## src/rtl/console_uart_tx.sv

```systemverilog
// -----------------------------------------------------------------------------
// console_uart_tx
//
// Memory-mapped console transmitter. CPU byte writes to DATA_ADDR are queued
// in a small circular FIFO and sent as 8N1 UART frames on tx, LSB first.
// Frames are sent back to back while the FIFO holds data. STATUS_ADDR reads
// back a status byte. A write to STATUS_ADDR clears the sticky overflow flag.
//
// Ports:
//   clock     system clock, all state changes on the rising edge
//   reset     synchronous, active-high reset
//   address   CPU bus address (full 16-bit decode)
//   write_en  CPU write strobe
//   data_in   CPU write data
//   data_out  combinational read data (status byte at STATUS_ADDR, else 0)
//   sel       combinational, high when address hits DATA_ADDR or STATUS_ADDR
//   tx        registered serial output, idle high
//   busy      high while the FIFO holds data or a frame is in progress
//
// Status byte: {4'b0, overflow, tx_active, fifo_empty, fifo_full}
// -----------------------------------------------------------------------------
module console_uart_tx #(
   parameter int unsigned CLKS_PER_BIT = 16,          // >= 2
   parameter int unsigned FIFO_DEPTH   = 8,           // power of two, >= 2
   parameter logic [15:0] DATA_ADDR    = 16'h005A,
   parameter logic [15:0] STATUS_ADDR  = 16'h005B
) (
   input  logic        clock,
   input  logic        reset,
   input  logic [15:0] address,
   input  logic        write_en,
   input  logic [7:0]  data_in,
   output logic [7:0]  data_out,
   output logic        sel,
   output logic        tx,
   output logic        busy
);

   localparam int unsigned PTR_W  = $clog2(FIFO_DEPTH);
   localparam int unsigned CNT_W  = PTR_W + 1;
   localparam int unsigned BAUD_W = $clog2(CLKS_PER_BIT);

   localparam logic [BAUD_W-1:0] BAUD_LAST = BAUD_W'(CLKS_PER_BIT - 1);
   localparam logic [CNT_W-1:0]  CNT_FULL  = CNT_W'(FIFO_DEPTH);

   typedef enum logic [1:0] {
      IDLE,
      START,
      DATA,
      STOP
   } state_t;

   // ---------------------------------------------------------------------------
   // Bus decode
   // ---------------------------------------------------------------------------
   logic       hit_data;
   logic       hit_status;
   logic       push_req;
   logic       push;
   logic       pop;
   logic       fifo_full;
   logic       fifo_empty;
   logic       tx_active;
   logic [7:0] status;

   logic [7:0]       fifo_mem [FIFO_DEPTH];
   logic [PTR_W-1:0] wr_ptr_q;
   logic [PTR_W-1:0] rd_ptr_q;
   logic [CNT_W-1:0] count_q;
   logic             overflow_q;

   state_t            state_q, state_d;
   logic [BAUD_W-1:0] baud_q, baud_d;
   logic [2:0]        bit_q, bit_d;
   logic [7:0]        shift_q, shift_d;
   logic              tx_q, tx_d;

   assign hit_data   = (address == DATA_ADDR);
   assign hit_status = (address == STATUS_ADDR);
   assign push_req   = write_en && hit_data;
   // Fullness uses the pre-edge count, so a push onto a full FIFO is dropped
   // even when the transmitter pops on the same edge.
   assign push       = push_req && !fifo_full;

   assign fifo_full  = (count_q == CNT_FULL);
   assign fifo_empty = (count_q == '0);
   assign tx_active  = (state_q != IDLE);

   assign status   = {4'b0000, overflow_q, tx_active, fifo_empty, fifo_full};
   assign sel      = hit_data || hit_status;
   assign data_out = hit_status ? status : 8'h00;
   assign tx       = tx_q;
   assign busy     = !fifo_empty || tx_active;

   // ---------------------------------------------------------------------------
   // FIFO
   // ---------------------------------------------------------------------------
   // NOTE: the storage array has no reset; an empty count makes stale entries
   // unreachable, and leaving it out lets the array map onto plain RAM cells.
   always_ff @(posedge clock) begin
      if (push) begin
         fifo_mem[wr_ptr_q] <= data_in;
      end
   end

   // NOTE: every register here is assigned with <= so all flops sample the
   // pre-edge values together, regardless of statement order.
   always_ff @(posedge clock) begin
      if (reset) begin
         wr_ptr_q   <= '0;
         rd_ptr_q   <= '0;
         count_q    <= '0;
         overflow_q <= 1'b0;
      end else begin
         if (push) begin
            wr_ptr_q <= wr_ptr_q + PTR_W'(1);
         end
         if (pop) begin
            rd_ptr_q <= rd_ptr_q + PTR_W'(1);
         end
         case ({push, pop})
            2'b10:   count_q <= count_q + CNT_W'(1);
            2'b01:   count_q <= count_q - CNT_W'(1);
            default: count_q <= count_q;
         endcase
         if (push_req && fifo_full) begin
            overflow_q <= 1'b1;
         end else if (write_en && hit_status) begin
            overflow_q <= 1'b0;
         end
      end
   end

   // ---------------------------------------------------------------------------
   // Transmit FSM
   // ---------------------------------------------------------------------------
   always_ff @(posedge clock) begin
      if (reset) begin
         state_q <= IDLE;
         baud_q  <= '0;
         bit_q   <= '0;
         shift_q <= '0;
         tx_q    <= 1'b1;
      end else begin
         state_q <= state_d;
         baud_q  <= baud_d;
         bit_q   <= bit_d;
         shift_q <= shift_d;
         tx_q    <= tx_d;
      end
   end

   // NOTE: every output of this block gets a default first, so no path can
   // leave a signal unassigned and infer a latch.
   always_comb begin
      state_d = state_q;
      baud_d  = baud_q;
      bit_d   = bit_q;
      shift_d = shift_q;
      tx_d    = tx_q;
      pop     = 1'b0;

      unique case (state_q)
         IDLE: begin
            tx_d = 1'b1;
            if (!fifo_empty) begin
               pop     = 1'b1;
               shift_d = fifo_mem[rd_ptr_q];
               tx_d    = 1'b0;
               baud_d  = '0;
               state_d = START;
            end
         end

         START: begin
            if (baud_q == BAUD_LAST) begin
               baud_d  = '0;
               bit_d   = '0;
               tx_d    = shift_q[0];
               state_d = DATA;
            end else begin
               baud_d = baud_q + BAUD_W'(1);
            end
         end

         DATA: begin
            if (baud_q == BAUD_LAST) begin
               baud_d = '0;
               if (bit_q == 3'd7) begin
                  tx_d    = 1'b1;
                  state_d = STOP;
               end else begin
                  // shift_q[0] is the bit on the wire; the next one is [1].
                  bit_d   = bit_q + 3'd1;
                  shift_d = {1'b0, shift_q[7:1]};
                  tx_d    = shift_q[1];
               end
            end else begin
               baud_d = baud_q + BAUD_W'(1);
            end
         end

         STOP: begin
            if (baud_q == BAUD_LAST) begin
               baud_d = '0;
               // Chain straight into the next start bit to avoid an idle gap.
               if (!fifo_empty) begin
                  pop     = 1'b1;
                  shift_d = fifo_mem[rd_ptr_q];
                  tx_d    = 1'b0;
                  state_d = START;
               end else begin
                  state_d = IDLE;
               end
            end else begin
               baud_d = baud_q + BAUD_W'(1);
            end
         end

         default: begin
            tx_d    = 1'b1;
            state_d = IDLE;
         end
      endcase
   end

endmodule

```

## config.mk

```make
export PLATFORM = sky130hd
export DESIGN_NAME = console_uart_tx
export DESIGN_NICKNAME = d
export VERILOG_FILES = /design/src/rtl/console_uart_tx.sv
export SDC_FILE = /design/constraint.sdc
export NUM_CORES = 1
export LEC_CHECK = 0
export CORE_ASPECT_RATIO = 1.2
export CORE_MARGIN = 8
export CORE_UTILIZATION = 60
export DETAILED_ROUTE_END_ITERATION = 16
export HOLD_SLACK_MARGIN = 0.08
export PLACE_DENSITY = 0.83
export RECOVER_POWER = 50
export SYNTH_ARGS = -nofsm -noshare
export SYNTH_HDL_FRONTEND = slang
export SYNTH_SLANG_ARGS = --single-unit
```

## constraint.sdc

```tcl
create_clock -name clock -period 8.05 [get_ports clock]
set_clock_uncertainty 0.2 [all_clocks]
set_input_delay 1.61 -clock clock [delete_from_list [all_inputs] [get_ports clock]]
set_output_delay 1.61 -clock clock [all_outputs]
set_load 0.02 [all_outputs]
```

==> run_results.csv <==
group,metric,value,unit
die,ios,38,
finish,finish.utilization,70.6,%
sta,rsz0062_at_grt,"no",
sta,period_minus_slack,6.13,ns
flow_run,max_cap_viol_count,0,
hold_path,worstHoldPathType,"reg -> reg",
global_routing,gr-total-overflow,0,
synthesis,number_of_synthesized_flops_with_an_enable_pin,64,
global_routing,global_route_wire_length_before_repair,13000,µm
sta,timing.max_slew.rel_slack,0.272,%
pwr,p_per_area,190,mW/mm²
sta,finalMaxSlewViolations,0,
worst_setup_path,cp_class,"in -> out",
synthesis,post-synth-top-area-fraction,45.2,%
drt,drtAntennaViolNets,0,
die,start_util,62.0,%
clocking,clock_sink_count,96,
clocking,clockBufferDepth,2,
die,die-height,108,µm
global_routing,grt_start_max_net_pins,35,
sta,final_critical_path_setup_slack,1.92,ns
place,dp_hpwl,5760,µm
sta,layout_worst_path_cycle_share,76.2,%
synthesis,yosys_most_used_dff,"edfxtp_1",
drt,avgViaCountPerCell,6.03,
synthesis,syn_avg_cell_area,13.5,µm²
synthesis,mapped_area,0.00425,mm²
global_routing,grt_antenna_before_repair,0,
synthesis,synthMostInstantiatedCell,"edfxtp_1",
global_routing,grt.total_usage,16.9,%
die,die_area,0.0100,mm²
worst_setup_path,timing.critical_path.to_type,"primary output",
sta,report.final.hold_viol_count,0,
sta,worst-slew-pin-transition,1.50,ns
place,placer_congestion,0.754,
clocking,holdBufCountCts,0,
clocking,cts_tree,"yes",
synthesis,synthDominantAreaCellType,"edfxtp_1",
drt,wl_per_cell,18.8,µm
drt,route.vias.total,2637,
synthesis,asyncSetResetFlopFracSynth,0,%
finish,nets,385,
drt,number_of_detailed_route_iterations_in_the_first_pass,4,
clocking,clk_root_buffer_cell,"clkbuf_8",
finish,instances_no_fill,437,
synthesis,synth_warnings,0,
pwr,max-vdd-ir-drop,0.157,mV
drt,first_iter_violations,238,
place,portBuffers,33,
sta,max_freq,163,MHz
worst_setup_path,cp-start-kind,"primary input",
clocking,clock_insertion_delay_worst_skew,0.36,ns
finish,antenna_cells,0,
synthesis,commonest_cells_in_the_synthesized_netlist,"64 x edfxtp_1, 32 x dfxtp_1, 24 x nor2_1",
worst_setup_path,worst_ep_arrival_time,4.32,ns
sta,setup_viol_count_final,0,
finish,area_growth_syn_to_layout,13.8,%
drt,drc,0,
worst_setup_path,timing.critical_path.required,6.24,ns
finish,layout_cells_sized_above_1,13.4,%
clocking,h-tree-depth,3,
die,total_core_area,0.00685,mm²
clocking,cts.reportedPaths.clkPinSlew,0.09,ns
synthesis,postSynthRegisterBits,96,
clocking,post-cts-setup-buffers,0,
drt,drt-total-wl,8220,µm
die,rows,33,
clocking,postCtsResizedCells,0,
die,die_w,92.8,µm
clocking,cts_made_buffers,9,
place,post-place-cells,421,
synthesis,yosysUniqueCellTypes,50,
sta,timing.setup.tns,0,ns
synthesis,synth_cells,315,
status,run_status,"complete, no violations",
synthesis,sequential_fraction_of_the_synthesis_area,60.3,%
synthesis,top_cells_by_area_synth,"edfxtp_1 45%, dfxtp_1 15%, mux4_2 8.5%",
pwr,power_leakage,0.00159,µW
pwr,design_power_total,920,µW
place,setup_slack_placement,2.09,ns
global_routing,grt_pass1_vias,2656,
worst_setup_path,crit_fanout,8,
[registers in the layout (all words and copies together) (netlist names), named ones only]
| register | cells |
|---|---|
| fifo_mem | 64 |
| overflow_q | 1 |
| rd_ptr_q | 3 |
| count_q | 4 |
| baud_q | 4 |
| wr_ptr_q | 3 |
| tx | 1 |
| state_q | 2 |
| shift_q | 8 |
| bit_q | 3 |
[cell type report]
cell class | count | area (µm²)
Sequential cell | 96 | 2560
Tap cell | 87 | 109
Timing Repair Buffer | 36 | 349
Inverter | 13 | 48.8
Clock inverter | 7 | 83.8
Fill cell | 486 | 2020
Clock buffer | 9 | 124
Multi-Input combinational cell | 189 | 1560
[kinds of logic (layout without fill, tap and decap cells)]
logic type	Yosys count	after routing	share of synthesized area, %
mux	27	27	11.3
other cells	1	4	0.0883
buf+inv	33	65	3.30
simple gates	84	84	11.2
compound gates	56	56	8.86
flops	96	96	60.3
xor+xnor	5	5	1.03
fa+ha+maj	13	13	3.83
[final timing paths]
path                      startpoint                      end  slack (ns)  cells after the start
min reg2reg  shift_q[6]$_SDFFE_PP0P_  shift_q[6]$_SDFFE_PP0P_        0.27                      2
min          shift_q[6]$_SDFFE_PP0P_  shift_q[6]$_SDFFE_PP0P_        0.27                      2
max reg2reg  state_q[0]$_SDFFE_PP0P_  count_q[2]$_SDFFE_PP0P_        4.92                     10
max                       address[8]              data_out[0]        1.92                      7
[stage by stage]
stage	hold slack, ns	cell area (µm²)
after floorplan	0.243	4260
after global placement	0.244	4640
after detailed placement	0.249	4640
after CTS	0.263	4840
after global routing	0.295	4840
final	0.266	4840
[report_power, final]
part / switching [µW] / leakage, µW / internal [µW]
Clock: 173 / 0.000103 / 150
Sequential: 3.03 / 0.000833 / 527
Combinational: 38.6 / 0.000654 / 29.8
Total: 214 / 0.00159 / 706
[critical path, cell delays in order]
cell and delay (ns):
dlygate4sd3_1 0.52, or4_1 0.51, or4_1 0.61, clkinv_1 0.17, nand2_1 0.13, nor2_1 0.14
clkdlybuf4s50_1 0.63
[routing by layer]
layer / global-route usage (%) / up-vias / wire length, µm
li1: - / 1265 / -
met1: 18.0 / 1309 / 3250
met3: 3.67 / 12 / 336
met4: 7.96 / 0 / 114
met2: 31.1 / 51 / 4530
met5: 0 / - / 0
[cell usage in the layout (no fill, tap or decap), drive strengths merged, types with 3 or more instances in the layout]
| cell | instances |
|---|---|
| nand3b | 4 |
| ha | 13 |
| nor4b | 3 |
| nand4 | 3 |
| and3 | 4 |
| clkdlybuf4s50 | 22 |
| a22oi | 10 |
| dfxtp | 32 |
| or3 | 4 |
| inv | 16 |
| o21ai | 12 |
| o41ai | 8 |
| conb | 4 |
| nand2 | 9 |
| and2 | 3 |
| dlygate4sd3 | 11 |
| clkbuf | 10 |
| xor2 | 3 |
| mux2 | 9 |
| or4 | 4 |
| mux4 | 16 |
| nand2b | 5 |
| nand3 | 4 |
| edfxtp | 64 |
| nor2 | 24 |
| nor3b | 3 |
| nor3 | 6 |
| a21oi | 15 |
No activity file was read; power rests on OpenSTA's default activity.
